**config.mk**
```make
export PLATFORM = sky130hd
export DESIGN_NAME = ht_head_lookup
export DESIGN_NICKNAME = d
export VERILOG_FILES = /design/src/rtl/ht_head_lookup.sv
export SDC_FILE = /design/constraint.sdc
export NUM_CORES = 1
export LEC_CHECK = 0
export ABC_AREA = 1
export CAP_MARGIN = 20
export CORE_MARGIN = 2
export CORE_UTILIZATION = 61
export DETAILED_ROUTE_END_ITERATION = 6
export PLACE_DENSITY = 0.78
export SLEW_MARGIN = 20
export SYNTH_ARGS = -nofsm -noshare
export SYNTH_HDL_FRONTEND = slang
export SYNTH_SLANG_ARGS = --single-unit
export TNS_END_PERCENT = 50
```
**constraint.sdc**
```tcl
create_clock -name clk_i -period 4.1 [get_ports clk_i]
set_clock_uncertainty 0.2 [all_clocks]
set_input_delay 1.23 -clock clk_i [delete_from_list [all_inputs] [get_ports clk_i]]
set_output_delay 1.23 -clock clk_i [all_outputs]
set_load 0.1 [all_outputs]
```
**src/rtl/ht_head_lookup.sv**
```systemverilog
// Hash-table head lookup stage: hashes the command key, reads the bucket head pointer, and owns the head RAM.
// Optional build macro HT_HASH_XOR_FOLD_EN selects an XOR-fold hash instead of the low key bits.
module ht_head_lookup #(
   parameter int KEY_WIDTH      = 18,
   parameter int VALUE_WIDTH    = 5,
   parameter int BUCKET_WIDTH   = 6,
   parameter int HEAD_PTR_WIDTH = 9
) (
   input  logic                                                            clk_i,
   input  logic                                                            rst_i,
   input  logic [KEY_WIDTH+VALUE_WIDTH+1:0]                                cmd_i,
   input  logic                                                            cmd_valid_i,
   output logic                                                            cmd_ready_o,
   output logic [KEY_WIDTH+VALUE_WIDTH+BUCKET_WIDTH+HEAD_PTR_WIDTH+2:0]    pdata_o,
   output logic                                                            pdata_valid_o,
   input  logic                                                            pdata_ready_i,
   input  logic                                                            head_wr_en_i,
   input  logic [BUCKET_WIDTH-1:0]                                         head_wr_bucket_i,
   input  logic [HEAD_PTR_WIDTH-1:0]                                       head_wr_ptr_i,
   input  logic                                                            head_wr_ptr_val_i,
   output logic                                                            init_done_o
);
   localparam int DEPTH = 1 << BUCKET_WIDTH;
   localparam logic [0:0] ST_INIT = 1'b0;
   localparam logic [0:0] ST_RUN  = 1'b1;

   typedef struct packed {
      logic [KEY_WIDTH-1:0]   key;
      logic [VALUE_WIDTH-1:0] value;
      logic [1:0]             opcode;
   } ht_command_t;

   typedef struct packed {
      logic [HEAD_PTR_WIDTH-1:0] ptr;
      logic                      val;
   } head_t;

   typedef struct packed {
      ht_command_t             cmd;
      logic [BUCKET_WIDTH-1:0] bucket;
      head_t                   head;
   } ht_pdata_t;

   logic [0:0]              state;
   logic [BUCKET_WIDTH-1:0] init_cnt;
   head_t                   mem [DEPTH];

   ht_command_t             cmd;
   logic [BUCKET_WIDTH-1:0] bucket;
   logic                    en, accept;
   logic                    wr_en;
   logic [BUCKET_WIDTH-1:0] wr_bucket;
   head_t                   wr_data, rd_head, s1_fwd;

   logic [2:1]              vld_pipe;
   ht_command_t             s1_cmd;
   logic [BUCKET_WIDTH-1:0] s1_bucket;
   head_t                   s1_head;
   ht_pdata_t               s2;
   logic                    s1_hit, s2_hit;

   assign cmd = cmd_i;

`ifdef HT_HASH_XOR_FOLD_EN
   localparam int NCH = (KEY_WIDTH + BUCKET_WIDTH - 1) / BUCKET_WIDTH;
   logic [NCH*BUCKET_WIDTH-1:0] key_pad;

   // Top chunk is zero-extended when the key does not divide evenly.
   always_comb begin
      key_pad = '0;
      key_pad[KEY_WIDTH-1:0] = cmd.key;
      bucket = '0;
      for (int i = 0; i < NCH; i++)
         bucket = bucket ^ key_pad[i*BUCKET_WIDTH +: BUCKET_WIDTH];
   end
`else
   assign bucket = cmd.key[BUCKET_WIDTH-1:0];
`endif

   assign init_done_o   = (state == ST_RUN);
   assign pdata_valid_o = vld_pipe[2];
   assign pdata_o       = s2;
   assign en            = ~vld_pipe[2] | pdata_ready_i;
   assign cmd_ready_o   = init_done_o & en;
   assign accept        = cmd_valid_i & cmd_ready_o;

   // During INIT the clear sweep owns the write port and external writes are dropped.
   always_comb begin
      wr_en     = 1'b1;
      wr_bucket = init_cnt;
      wr_data   = '0;
      if (state == ST_RUN) begin
         wr_en     = head_wr_en_i;
         wr_bucket = head_wr_bucket_i;
         wr_data   = '{ptr: head_wr_ptr_i, val: head_wr_ptr_val_i};
      end
   end

   assign rd_head = (wr_en && wr_bucket == bucket) ? wr_data : mem[bucket];
   assign s1_hit  = wr_en && (wr_bucket == s1_bucket);
   assign s2_hit  = wr_en && (wr_bucket == s2.bucket);
   assign s1_fwd  = s1_hit ? wr_data : s1_head;

   always_ff @(posedge clk_i) begin
      if (rst_i) begin
         state    <= ST_INIT;
         init_cnt <= '0;
      end else if (state == ST_INIT) begin
         init_cnt <= init_cnt + 1'b1;
         if (&init_cnt) state <= ST_RUN;
      end
   end

   always_ff @(posedge clk_i) begin
      if (wr_en) mem[wr_bucket] <= wr_data;
   end

   // Beats snoop the write port so stalled heads never go stale.
   always_ff @(posedge clk_i) begin
      if (rst_i) begin
         vld_pipe  <= '0;
         s1_cmd    <= '0;
         s1_bucket <= '0;
         s1_head   <= '0;
         s2        <= '0;
      end else if (en) begin
         vld_pipe  <= {vld_pipe[1], accept};
         s1_cmd    <= cmd;
         s1_bucket <= bucket;
         s1_head   <= rd_head;
         s2        <= '{cmd: s1_cmd, bucket: s1_bucket, head: s1_fwd};
      end else begin
         if (s1_hit) s1_head <= wr_data;
         if (s2_hit) s2.head <= wr_data;
      end
   end
endmodule

```
==> impl_summary.log, run 1 <==
[metrics] Mapped Nets: 2785
[metrics] Sum Neg Setup Slack: 0 ns
[metrics] post-layout min period: 3.59 ns
[metrics] global-route wire length before repair: 116 mm
[metrics] estimated wirelength of the detail-placed design: 46.5 mm
[metrics] vias after detailed routing: 21200
[metrics] largest area contributor in the netlist: edfxtp_1
[metrics] starting utilization of the core area: 61.9%
[metrics] post-synthesis sequential element count: 719
[metrics] count of flip-flops with a built-in enable after synthesis: 640
[metrics] final core utilization: 70.5%
[metrics] critical path start-end classification: in -> out
[metrics] minimum setup slack in the final design: 0.511 ns
[metrics] cts bufs inserted: 71
[metrics] reg-to-reg critical path startpoint: init_done_o
[metrics] total clock sinks: 719
[metrics] achievable clock frequency: 279 MHz
[metrics] count of hold buffers inserted by post-cts repair: 0
[metrics] Post-Synthesis Cell Area: 29600 um^2
[metrics] minimum hold slack: 0.279 ns
[metrics] Post-DRT Antenna Nets: 0
[metrics] reg-to-reg endpoint: mem[35][2]
[metrics] routability congestion estimate: 1.00
[metrics] master cell of the clock root buffer: clkbuf_16
[metrics] transition at the pin with the smallest max-transition slack: 0.898 ns
[metrics] port buffer count: 89
[metrics] power density over the cells: 448 nW/um^2
[metrics] H-tree depth: 3
[metrics] synth-to-layout area growth: 13.9%
[metrics] worst slack at placement: 0.338 ns
[metrics] count of synthesis-stage warnings from yosys: 0
[metrics] number of slew-limit violations in the final report: 0
[metrics] share of Yosys cell area claimed by the top area cell type: 64.9%
[metrics] initial antenna violation count: 0
[metrics] final hold viol count: 0
[metrics] Filler Cell Count: 3284
[metrics] number of diodes: 0
[metrics] insertion delay of the later-clocked pin in the worst-skew pair: 0.60 ns
[metrics] logic depth of the worst register-to-register path: 7
[metrics] final layout net count: 2896
[metrics] Max Fanout on Critical Path: 3
[metrics] reg2reg setup slack: 0.88 ns
[metrics] leftover overflow at the end of global routing: 0
[metrics] post-synthesis area per instance: 10.8 um^2
[metrics] Die Wd: 224 um
[metrics] Min-Delay Path Depth: 2
[metrics] leakage power: 13.0 nW
[metrics] Critical path destination: cmd_ready_o
[metrics] Hold Crit Class: reg -> reg
[metrics] register clock-pin slew on the reported worst setup and hold paths: 0.06 ns
[metrics] share of layout cells above drive strength 1: 10.8%
[metrics] largest net degree at the start of global routing: 108
[metrics] commonest cells in the netlist: nand2_1 (851), edfxtp_1 (640), nand3_1 (605)
[metrics] primary flip-flop cell chosen by synthesis mapping: edfxtp_1
[metrics] GRT Resource Usage Total: 30.6%
[metrics] synthesized instance count: 2738
[metrics] Peak supply drop: 0.422 mV
[metrics] worst endpoint required time: 2.67 ns
[metrics] Crit. End Element: primary output
[metrics] area of the die: 50300 um^2
[metrics] count of unresolved DRC violations after routing: 0
[metrics] post-cts repair resize count: 0
[metrics] total iterations of the first detailed-routing run: 6
[metrics] die height: 224 um
[metrics] area of the core: 47800 um^2
[metrics] leading post-synthesis cells by cell area: edfxtp_1 (65%), nand2_1 (11%), nand3_1 (10%)
[metrics] Period Utilization, post-route: 87.5%
[metrics] share of the yosys chip area belonging to registers: 70.3%
[metrics] final count of negative-setup-slack endpoints: 0
[metrics] setup fix buffers added after clock tree synthesis: 0
[metrics] DRC violation total after the first TritonRoute iteration: 2904
[metrics] via count of the first global-routing pass: 20400
[metrics] mean routed wirelength per cell: 21.5 um
[metrics] Worst EP arrival: 2.16 ns
[metrics] final routed wirelength across all metal layers: 75.7 mm
[metrics] kind of start point of the critical path: input port
[metrics] setup repair after global routing missed its margin: false
[metrics] Core Rows: 80
[metrics] clock buffer depth: 3
[metrics] worst slew margin relative to its limit: 40.2%
[metrics] fraction of registers with async set or reset after synthesis: 0%
[metrics] Cell variety after synth: 29
[metrics] via density per instance: 6.04
[metrics] reported max-cap violation count: 0
[metrics] source of the critical timing path: pdata_ready_i
[metrics] TritonCTS clock tree: built
[metrics] cell with the most instances after synthesis: nand2_1
[metrics] number of ports placed on the die boundary: 90
[metrics] result of the run: complete, no violations
-- worst min path at each step --
stage / startpoint / endpoint / slack, ns
2_1_floorplan: vld_pipe[1] / vld_pipe[2] / 0.24
3_3_place_gp: vld_pipe[1] / vld_pipe[2] / 0.25
3_5_place_dp: vld_pipe[1] / vld_pipe[2] / 0.26
4_1_cts: vld_pipe[1] / vld_pipe[2] / 0.27
5_1_grt: s1_cmd[1] / s1_cmd[1] / 0.30
6_report: s1_cmd[18] / s1_cmd[18] / 0.28
-- metrics by stage --
stage	std cells	cell area, um^2	total power [mW]
global placement	3391	31600	9.19
finish	3516	33700	15.1
floorplan	2738	29600	8.85
global route	3516	33700	15.5
detailed placement	3391	31600	9.21
CTS	3516	33700	15.1
-- layout make-up --
cell class | count | area (um^2) | share of cell area [%]
clock buffer | 94 | 1930 | 5.71
clock inverter | 31 | 195 | 0.579
inverter | 59 | 231 | 0.686
multi-input combinational | 1782 | 7810 | 23.2
sequential | 719 | 20800 | 61.7
tap | 615 | 769 | 2.28
timing repair buffer | 216 | 1990 | 5.90
-- power breakdown --
part           leakage (nW)  internal, mW  total [mW]  switching (mW)
Sequential             6.96          7.94        7.97          0.0350
Clock                  1.04          3.37        6.02            2.65
Combinational          4.96         0.311        1.11           0.804
-- cell families after synthesis --
group                    share of synthesized area, %
adder cells (fa/ha/maj)                        0.0423
XOR/XNOR                                       0.0888
buffers and inverters                            3.49
flip-flops                                       70.3
AND/OR/NAND/NOR                                  24.1
AO/OA/AOI/OAI                                    2.00
-- sequential cells by signal, indices dropped and copies added (netlist names) --
register	flops
vld_pipe	2
init_cnt	6
s1_cmd	25
s1_head	10
mem	640
pdata_o	35
init_done_o	1
-- per-layer routing --
layer	GRT usage [%]	vias to the layer above	wire (um)	part of all wire [%]
met5	0	-	0	0
met4	13.1	0	3450	4.6
met3	6.85	223	7900	10
met2	48.8	1214	36000	48
met1	41.0	10100	28400	38
li1	-	9709	-	-
-- cell usage in the layout (no fill, tap or decap), drive strengths merged --
master and n:
a21oi 40, edfxtp 640, nor2 178, nand3 606, clkbuf 94, xor2 3, nor4 9, nand4 19
o21a 1, o21ai 69, buf 175, nand2 854, bufinv 1, clkinvlp 1, inv 58, nor3 2
clkdlybuf4s50 41, clkinv 30, dfxtp 79, ha 1
-- critical path: stages --
cell and delay (ns):
clkdlybuf4s50_1 0.52, nor2_4 0.06, nor2_2 0.15, buf_12 0.20
Note: power is estimated with default switching activity, not from simulation.
==> inputs of run 2 (changes only) <==
--- a/config.mk
+++ b/config.mk
@@ -7,10 +7,10 @@
 export LEC_CHECK = 0
 export ABC_AREA = 1
 export CAP_MARGIN = 20
-export CORE_MARGIN = 2
-export CORE_UTILIZATION = 61
+export CORE_MARGIN = 5
+export CORE_UTILIZATION = 30
 export DETAILED_ROUTE_END_ITERATION = 6
-export PLACE_DENSITY = 0.78
+export PLACE_DENSITY = 0.44
 export SLEW_MARGIN = 20
 export SYNTH_ARGS = -nofsm -noshare
 export SYNTH_HDL_FRONTEND = slang
==> impl_summary.log, run 2 (same netlist as run 1, synthesis figures left out) <==
[metrics] result of the run: complete, no violations
[metrics] Max Fanout on Critical Path: 2
[metrics] count of unresolved DRC violations after routing: 0
[metrics] area of the core: 98100 um^2
[metrics] Post-DRT Antenna Nets: 0
[metrics] most frequent standard cell in the layout excluding fill and tap cells: nand2_1
[metrics] critical path start-end classification: in -> out
[metrics] leakage power: 13.3 nW
[metrics] minimum hold slack: 0.275 ns
[metrics] Die Wd: 324 um
[metrics] total iterations of the first detailed-routing run: 6
[metrics] post-route total power: 16.4 mW
[metrics] transition at the pin with the smallest max-transition slack: 0.798 ns
[metrics] share of layout cells above drive strength 1: 11.9%
[metrics] Min-Delay Path Depth: 2
[metrics] leftover overflow at the end of global routing: 0
[metrics] starting utilization of the core area: 30.2%
[metrics] post-layout min period: 3.58 ns
[metrics] Period Utilization, post-route: 87.3%
[metrics] worst endpoint required time: 2.67 ns
[metrics] die height: 324 um
[metrics] final count of negative-setup-slack endpoints: 0
[metrics] total clock sinks: 719
[metrics] achievable clock frequency: 280 MHz
[metrics] setup repair after global routing missed its margin: false
[metrics] vias after detailed routing: 20500
[metrics] setup fix buffers added after clock tree synthesis: 0
[metrics] H-tree depth: 3
[metrics] register clock-pin slew on the reported worst setup and hold paths: 0.06 ns
[metrics] final layout net count: 2915
[metrics] clock buffer depth: 3
[metrics] via density per instance: 4.85
[metrics] power density over the cells: 464 nW/um^2
[metrics] master cell of the clock root buffer: clkbuf_16
[metrics] port buffer count: 89
[metrics] number of flip-flops in the largest register: 640
[metrics] count of hold buffers inserted by post-cts repair: 0
[metrics] routability congestion estimate: 0.802
[metrics] largest net degree at the start of global routing: 123
[metrics] synth-to-layout area growth: 19.4%
[metrics] insertion delay of the later-clocked pin in the worst-skew pair: 0.63 ns
[metrics] number of ports placed on the die boundary: 90
[metrics] reported max-cap violation count: 0
[metrics] logic depth of the worst register-to-register path: 7
[metrics] GRT Resource Usage Total: 16.6%
[metrics] final routed wirelength across all metal layers: 88.4 mm
[metrics] Sum Neg Setup Slack: 0 ns
[metrics] final hold viol count: 0
[metrics] via count of the first global-routing pass: 19900
[metrics] register containing the most flip-flops in the final layout: mem
[metrics] global-route wire length before repair: 131 mm
[metrics] DRC violation total after the first TritonRoute iteration: 1829
[metrics] mean routed wirelength per cell: 20.9 um
[metrics] estimated wirelength of the detail-placed design: 53.6 mm
[metrics] kind of start point of the critical path: input port
[metrics] Peak supply drop: 0.433 mV
[metrics] post-cts repair resize count: 0
[metrics] cell count after placement: 4072
[metrics] Worst EP arrival: 2.15 ns
[metrics] number of slew-limit violations in the final report: 0
[metrics] Hold Crit Class: reg -> reg
[metrics] TritonCTS clock tree: built
[metrics] Core Rows: 115
[metrics] most frequent cells in the layout: nand2_1 (851), edfxtp_1 (640), nand3_1 (605), nor2_1 (171), buf_4 (148)
[metrics] final core utilization: 36.0%
[metrics] worst slew margin relative to its limit: 46.8%
[metrics] Crit. End Element: primary output
[metrics] cts bufs inserted: 81
[metrics] area of the die: 105000 um^2
[metrics] post-route insts no fill: 4222
[metrics] initial antenna violation count: 2
## run 2: cell types whose count changed in the layout (fill, tap and decap cells not counted), moves of 2 or more
| cell | delta |
|---|---|
| clkbuf_16 | +14 |
| buf_12 | +11 |
| bufinv_16 | +5 |
| clkinv_2 | +4 |
| buf_4 | -3 |
| inv_6 | -2 |
| nor4_1 | -2 |
| nor4_2 | +2 |
## run 2: cell type report
| cell class | instances | area [um^2] |
|---|---|---|
| fill | 9673 | 62800 |
| sequential | 719 | 20800 |
| multi-input combinational | 1782 | 7830 |
| clock buffer | 110 | 2300 |
| timing repair buffer | 225 | 2200 |
| tap | 1287 | 1610 |
| clock inverter | 39 | 390 |
| inverter | 59 | 231 |
| antenna | 1 | 2.50 |
## run 2: power breakdown
part	switching (mW)	internal, mW
sequential	0.0365	7.94
combinational	0.834	0.314
clock	2.94	4.32
## run 2: routing by layer
layer	track usage, %	share of wire, %
met2	27.5	48
met3	2.71	4.8
met5	0	0
met1	22.9	45
met4	4.36	2.2
## run 2: path summary, 6_finish.rpt
| path | start | endpoint | slack [ns] |
|---|---|---|---|
| min | vld_pipe[1] | vld_pipe[1] | 0.27 |
| min reg2reg | vld_pipe[1] | vld_pipe[1] | 0.27 |
| max reg2reg | init_done_o | mem[20][8] | 0.96 |
| max | pdata_ready_i | cmd_ready_o | 0.52 |
## run 2: through the flow
stage	instance area [um^2]	setup slack, ns
finish	35400	0.522
global route	35400	0.484
CTS	35400	0.516
detailed placement	32700	0.280
global placement	32700	0.322
floorplan	29600	0.375
## run 2: critical path: stages
cell	delay [ns]
clkdlybuf4s50_1	0.51
nor2_4	0.05
nor2_2	0.15
buf_12	0.20
==> inputs of run 3 (changes only) <==
--- a/config.mk
+++ b/config.mk
@@ -15,4 +15,4 @@
 export SYNTH_ARGS = -nofsm -noshare
 export SYNTH_HDL_FRONTEND = slang
 export SYNTH_SLANG_ARGS = --single-unit
-export TNS_END_PERCENT = 50
+export TNS_END_PERCENT = 100
==> results of run 3 <==
The final DEF is identical to that of run 2; final timing and power are the same.
